## src/rtl/entropy_pkg.sv

```systemverilog
`default_nettype none
// +------------------------------------------------------------------+
// | Package : entropy_pkg                                            |
// | Shared widths and FSM state type for the entropy sampler.        |
// | Revision: 1.0 - initial release                                  |
// +------------------------------------------------------------------+
package entropy_pkg;

  localparam int WORD_WIDTH = 32;
  localparam int CTR_WIDTH  = 16;
  localparam int CNT_WIDTH  = 6;

  typedef enum logic [1:0] {
    IDLE    = 2'd0,
    COLLECT = 2'd1,
    FULL    = 2'd2
  } state_t;

endpackage
`default_nettype wire

```

## src/rtl/entropy_sync2.sv

```systemverilog
`default_nettype none
// +------------------------------------------------------------------+
// | Module  : entropy_sync2                                          |
// | Two-flop synchronizer bank for asynchronous oscillator inputs.   |
// | Revision: 1.0 - initial release                                  |
// +------------------------------------------------------------------+
module entropy_sync2 #(
  parameter int WIDTH = 1
) (
  input  logic             clk,
  input  logic             reset_n,
  input  logic [WIDTH-1:0] d,
  output logic [WIDTH-1:0] q
);

  logic [WIDTH-1:0] meta;

  // First stage may go metastable; second stage gives it a cycle to settle.
  always_ff @(posedge clk or negedge reset_n) begin
    if (!reset_n) begin
      meta <= '0;
      q    <= '0;
    end else begin
      meta <= d;
      q    <= meta;
    end
  end

endmodule
`default_nettype wire

```

## src/rtl/entropy_sampler.sv

```systemverilog
`default_nettype none
// +------------------------------------------------------------------+
// | Module  : entropy_sampler                                        |
// | Samples XOR of synchronized ring oscillators every SAMPLE_DIV    |
// | clocks, packs accepted bits into 32-bit words with a valid/ack   |
// | handshake. Optional Von Neumann debiasing when the macro         |
// | ENTROPY_SAMPLER_VON_NEUMANN_EN is defined.                       |
// | Revision: 1.0 - initial release                                  |
// +------------------------------------------------------------------+
module entropy_sampler
  import entropy_pkg::*;
#(
  parameter int NUM_ROSC   = 32,
  parameter int SAMPLE_DIV = 16
) (
  input  logic                  clk,
  input  logic                  reset_n,
  input  logic                  enable,
  input  logic [NUM_ROSC-1:0]   rosc_in,
  input  logic                  rnd_ack,
  output logic [WORD_WIDTH-1:0] rnd_data,
  output logic                  rnd_valid
);

  localparam logic [CTR_WIDTH-1:0] DIV_LAST = CTR_WIDTH'(SAMPLE_DIV - 1);
  localparam logic [CNT_WIDTH-1:0] BIT_LAST = CNT_WIDTH'(WORD_WIDTH - 1);

  logic [NUM_ROSC-1:0]   rosc_sync;
  logic                  sample_bit;
  logic [CTR_WIDTH-1:0]  sample_ctr;
  logic                  strobe;
  logic                  accept_valid;
  logic                  accept_bit;
  logic                  ack_taken;
  logic [WORD_WIDTH-1:0] shifted;

  state_t                state, state_next;
  logic [WORD_WIDTH-1:0] collector, collector_next;
  logic [CNT_WIDTH-1:0]  bit_cnt, bit_cnt_next;
  logic [WORD_WIDTH-1:0] data_next;
  logic                  valid_next;

  entropy_sync2 #(
    .WIDTH (NUM_ROSC)
  ) u_sync (
    .clk     (clk),
    .reset_n (reset_n),
    .d       (rosc_in),
    .q       (rosc_sync)
  );

  assign sample_bit = ^rosc_sync;
  assign strobe     = enable && (sample_ctr == DIV_LAST);
  assign ack_taken  = rnd_ack && rnd_valid;

  // Free-running sample divider, held at zero while disabled.
  always_ff @(posedge clk or negedge reset_n) begin
    if (!reset_n)                  sample_ctr <= '0;
    else if (!enable)              sample_ctr <= '0;
    else if (sample_ctr == DIV_LAST) sample_ctr <= '0;
    else                           sample_ctr <= sample_ctr + CTR_WIDTH'(1);
  end

`ifdef ENTROPY_SAMPLER_VON_NEUMANN_EN
  logic pair_have;
  logic pair_bit;

  // Holds the first bit of a pair; dropped whenever collection is not active.
  always_ff @(posedge clk or negedge reset_n) begin
    if (!reset_n) begin
      pair_have <= 1'b0;
      pair_bit  <= 1'b0;
    end else if (!enable || state != COLLECT) begin
      pair_have <= 1'b0;
      pair_bit  <= 1'b0;
    end else if (strobe) begin
      pair_have <= !pair_have;
      if (!pair_have) pair_bit <= sample_bit;
    end
  end

  // 01 yields 0 and 10 yields 1, i.e. the first bit of an unequal pair.
  assign accept_valid = strobe && (state == COLLECT) && pair_have && (pair_bit != sample_bit);
  assign accept_bit   = pair_bit;
`else
  assign accept_valid = strobe && (state == COLLECT);
  assign accept_bit   = sample_bit;
`endif

  assign shifted = {collector[WORD_WIDTH-2:0], accept_bit};

  // Next-state, collector and output-word logic.
  always_comb begin
    state_next     = state;
    collector_next = collector;
    bit_cnt_next   = bit_cnt;
    data_next      = rnd_data;
    valid_next     = rnd_valid;
    if (!enable) begin
      // Partial word is discarded; the held output word keeps its handshake.
      state_next     = IDLE;
      collector_next = '0;
      bit_cnt_next   = '0;
      if (ack_taken) valid_next = 1'b0;
    end else begin
      case (state)
        IDLE: begin
          state_next = COLLECT;
          if (ack_taken) valid_next = 1'b0;
        end
        COLLECT: begin
          if (ack_taken) valid_next = 1'b0;
          if (accept_valid) begin
            collector_next = shifted;
            if (bit_cnt == BIT_LAST) begin
              if (!rnd_valid || rnd_ack) begin
                data_next    = shifted;
                valid_next   = 1'b1;
                bit_cnt_next = '0;
              end else begin
                state_next   = FULL;
                bit_cnt_next = bit_cnt + CNT_WIDTH'(1);
              end
            end else begin
              bit_cnt_next = bit_cnt + CNT_WIDTH'(1);
            end
          end
        end
        FULL: begin
          // A completed word waits here; strobes are ignored until drained.
          if (ack_taken || !rnd_valid) begin
            data_next    = collector;
            valid_next   = 1'b1;
            bit_cnt_next = '0;
            state_next   = COLLECT;
          end
        end
        default: state_next = IDLE;
      endcase
    end
  end

  // State and datapath registers.
  always_ff @(posedge clk or negedge reset_n) begin
    if (!reset_n) begin
      state     <= IDLE;
      collector <= '0;
      bit_cnt   <= '0;
      rnd_data  <= '0;
      rnd_valid <= 1'b0;
    end else begin
      state     <= state_next;
      collector <= collector_next;
      bit_cnt   <= bit_cnt_next;
      rnd_data  <= data_next;
      rnd_valid <= valid_next;
    end
  end

endmodule
`default_nettype wire

```

## config.mk

```make
export PLATFORM = sky130hd
export DESIGN_NAME = entropy_sampler
export DESIGN_NICKNAME = d
export VERILOG_FILES = /design/src/rtl/entropy_pkg.sv /design/src/rtl/entropy_sync2.sv /design/src/rtl/entropy_sampler.sv
export SDC_FILE = /design/constraint.sdc
export NUM_CORES = 1
export LEC_CHECK = 0
export ABC_CLOCK_PERIOD_IN_PS = 2300
export CAP_MARGIN = 10
export CORE_MARGIN = 3
export CORE_UTILIZATION = 40
export CTS_BUF_LIST = sky130_fd_sc_hd__clkbuf_8
export CTS_CLUSTER_DIAMETER = 100
export DETAILED_ROUTE_END_ITERATION = 10
export DONT_BUFFER_PORTS = 1
export GPL_ROUTABILITY_DRIVEN = 0
export PLACE_DENSITY = 0.51
export REMOVE_ABC_BUFFERS = 1
export SYNTH_ARGS = -nofsm -noshare
export SYNTH_HDL_FRONTEND = slang
export SYNTH_SLANG_ARGS = --single-unit
export TNS_END_PERCENT = 50
```

## constraint.sdc

```tcl
create_clock -name clk -period 2.3 [get_ports clk]
set_clock_uncertainty 0.15 [all_clocks]
set_input_delay 0.23 -clock clk [delete_from_list [all_inputs] [get_ports clk]]
set_output_delay 0.23 -clock clk [all_outputs]
set_load 0.05 [all_outputs]
```

==> qor.txt <==
Peak supply drop = 0.000570 V
fin crit period = 2160 ps
crit path from = sample_ctr[0]
RSZ-0062 raised after global routing = yes
Filler cells = 1298
Root Driver = clkbuf_8
FF+latch area = 3830 µm²
global-route wire length before repair = 17500 µm
# IOs = 69
CTS H-tree depth = 4
detailed-route wire length per cell = 13.2 µm
Starting Density = 41.9%
Area Growth Syn to Fin = 16.4%
final WL = 9890 µm
R2R Path Start = sample_ctr[0]
Critical-path top delay cell = dfrtp_1
DR iter-0 viols = 169
clock buffers created by TritonCTS = 17
die height = 128 µm
CTS sink cnt = 153
DRC Markers = 0
gr ovfl total = 0
largest net degree at the start of global routing = 154
highest clock rate = 463 MHz
Avg Inst Size Synth = 11.5 µm²
Worst EP required = 2480 ps
initial antenna violation count = 0
# hold bufs at CTS = 36
area leader, netlist = dfrtp_1
crit-path leading delay family = simple AND/OR/NAND/NOR gates
number of synthesized register bits = 153
area share of the largest cell type after synthesis = 64.3%
status = complete, but fails checks
via count = 3628
Buf/Inv on CP = 2
wl on met1 = 4590 µm
die width = 128 µm
Final Worst Setup Slack = 139 ps
max_cap viols = 0
Critical Path AT = 2340 ps
Total GRT Usage = 13.4%
setup repair bufs after CTS = 0
synthesized instance count = 516
Rel. slew slack = 60.4%
Layout Nets = 596
CP Capture Type = flop
failing checks = hold timing
Core Area = 14200 µm²
crit-path max FO = 8
Seq/Total Area, Yosys = 64.3%
vias in the first global route = 3618
critical path class = flop to flop
placed standard-cell area = 6160 µm²
wire length on met3 = 533 µm
count of final setup violators = 0
Worst Setup Start Kind = flop
commonest non-fill, non-tap cell in the layout = dfrtp_1
Clock Pin Slew Worst Setup and Hold Paths = 100 ps
Max clock buf depth = 2
Row Count = 43
area occupied by multi-input gates = 2000 µm²
Hold Crit Class = input pin to async pin
layout cell share with drive strength beyond 1 = 9.52%
Yosys cell types = 40
CP peak stage delay = 370 ps
CTS tree = built
most frequent cells in the layout = 153 x dfrtp_1, 72 x nand2_1, 50 x nor2_1, 37 x o21ai_0, 35 x dlygate4sd3_1
I/O Buffers = 0
Post-DP HPWL = 5970 µm
crit path cell chain = ha_1 > and3_2 > and4_4 > a31oi_1 > nor3_4 > buf_6 > inv_1 > o311ai_2
Worst Tran Pin Value = 594 ps
1st-pass router iterations = 4
power per cell area = 1070 nW/µm²
Antenna Nets Post-Route = 0
post-layout instance area = 6930 µm²
Worst-Skew Late Latency = 440 ps
Max Slew Vio Count = 0
synth top area cells = dfrtp_1 64%, mux2i_1 5.5%, xnor2_1 4.9%, nand2_1 4.5%, nor2_1 3.2%
worst hold margin = -672 ps
metal2 WL = 4630 µm
antenna cell count = 0
warnings from Yosys = 0
Setup Slack @ Placement = 39.4 ps
drt via density = 4.86
die area = 16400 µm²
final hold violation count = 153
Tcrit/Tclk final = 93.9%
Highest Signal Layer = met4
Leak = 2.87 nW
Mapped Area = 5950 µm²
[Yosys cell counts]
| library cell | number |
|---|---|
| inv_1 | 8 |
| nor3b_1 | 1 |
| nand4_1 | 2 |
| xor2_1 | 12 |
| clkbuf_1 | 13 |
| and3_1 | 3 |
| a211o_1 | 1 |
| or4_1 | 2 |
| o2111ai_1 | 1 |
| and4_2 | 1 |
| or2_1 | 1 |
| a21o_1 | 1 |
| ha_1 | 6 |
| mux2i_1 | 33 |
| buf_4 | 3 |
| nor3_1 | 3 |
| nor2b_1 | 5 |
| nand2_1 | 72 |
| and4_4 | 1 |
| a22o_1 | 1 |
| o21ai_0 | 37 |
| nand2b_1 | 4 |
| a211oi_1 | 1 |
| xnor2_1 | 33 |
| a31oi_1 | 1 |
| nor3_2 | 1 |
| nor4_1 | 2 |
| o21ai_1 | 1 |
| o31ai_1 | 1 |
| nand3_1 | 12 |
| o21a_4 | 1 |
| nor2b_2 | 1 |
| nor2_1 | 50 |
| and3_2 | 1 |
| o311ai_1 | 1 |
| a21oi_1 | 34 |
| buf_2 | 9 |
| or2_2 | 1 |
| dfrtp_1 | 153 |
| nor4_2 | 2 |
[report_power, final]
part	total [W]	internal [W]	switching, W
Sequential	0.00436	0.00306	0.00131
Combinational	0.00109	0.000514	0.000580
Clock	0.00192	0.000875	0.00105
Total	0.00738	0.00445	0.00293
[flip-flops by register name, indices dropped and copies added (netlist names)]
signal       cells
bit_cnt          6
collector       32
rnd_data        32
rnd_valid        1
sample_ctr      16
state            2
u_sync.meta     32
u_sync.q        32
[through the flow]
step           util [%]  std cells  power [W]  setup TNS [ps]
3_5_place_dp       43.3        679    0.00546               0
3_3_place_gp       43.3        679    0.00542               0
6_report           48.8        747    0.00738               0
5_1_grt            48.8        747    0.00778           -3.64
4_1_cts            48.6        747    0.00746               0
2_1_floorplan         -        491    0.00518          -72700
[routing by layer]
metal / vias to the layer above / GRT usage (%)
met1: 1754 / 17.1
met4: 0 / 5.06
li1: 1792 / -
met2: 72 / 20.8
met5: - / 0
met3: 10 / 4.83
[logic make-up after synthesis]
family	count (synthesis)	share of synthesized area [%]
xor gates and xnor gates	45	6.62
DFF	153	64.3
buffers and inverters	33	2.46
muxes	33	5.55
AOI/OAI and AO/OA	81	7.38
and+or+nand+nor	165	12.4
adders and majority gates	6	1.26
[repair_timing]
item | in CTS | in global routing
endpoints found under the setup margin | 0 | 30
gates resized for setup | 0 | 6
endpoints found under the hold margin | 242 | 153
[final cells by class]
| type | count | share of cell area [%] |
|---|---|---|
| Clock inverter | 15 | 2.06 |
| Timing Repair Buffer | 44 | 6.74 |
| Multi-Input combinational cell | 330 | 28.9 |
| Sequential cell | 153 | 55.3 |
| Inverter | 8 | 0.433 |
| Clock buffer | 17 | 3.38 |
| Tap cell | 180 | 3.25 |
[worst reg2reg max path, cell delays in order, from the launching register on]
cell and delay, ps:
dfrtp_1 370, ha_1 180, and3_2 230, and4_4 250, a31oi_1 130, nor3_4 260, buf_6 170, inv_1 60
o311ai_2 260
[final timing paths]
path | slack [ps] | cells after the start | endpoint
min in group clk | 190 | 1 | u_sync.meta[29]
min | -670 | 0 | collector[8]
max in group asynchronous | 2450 | 0 | rnd_data[20]
min reg2reg | 200 | 0 | u_sync.q[7]
max reg2reg | 140 | 8 | rnd_data[0]
max | 140 | 8 | rnd_data[0]
No activity file was read; power rests on OpenSTA's default activity.
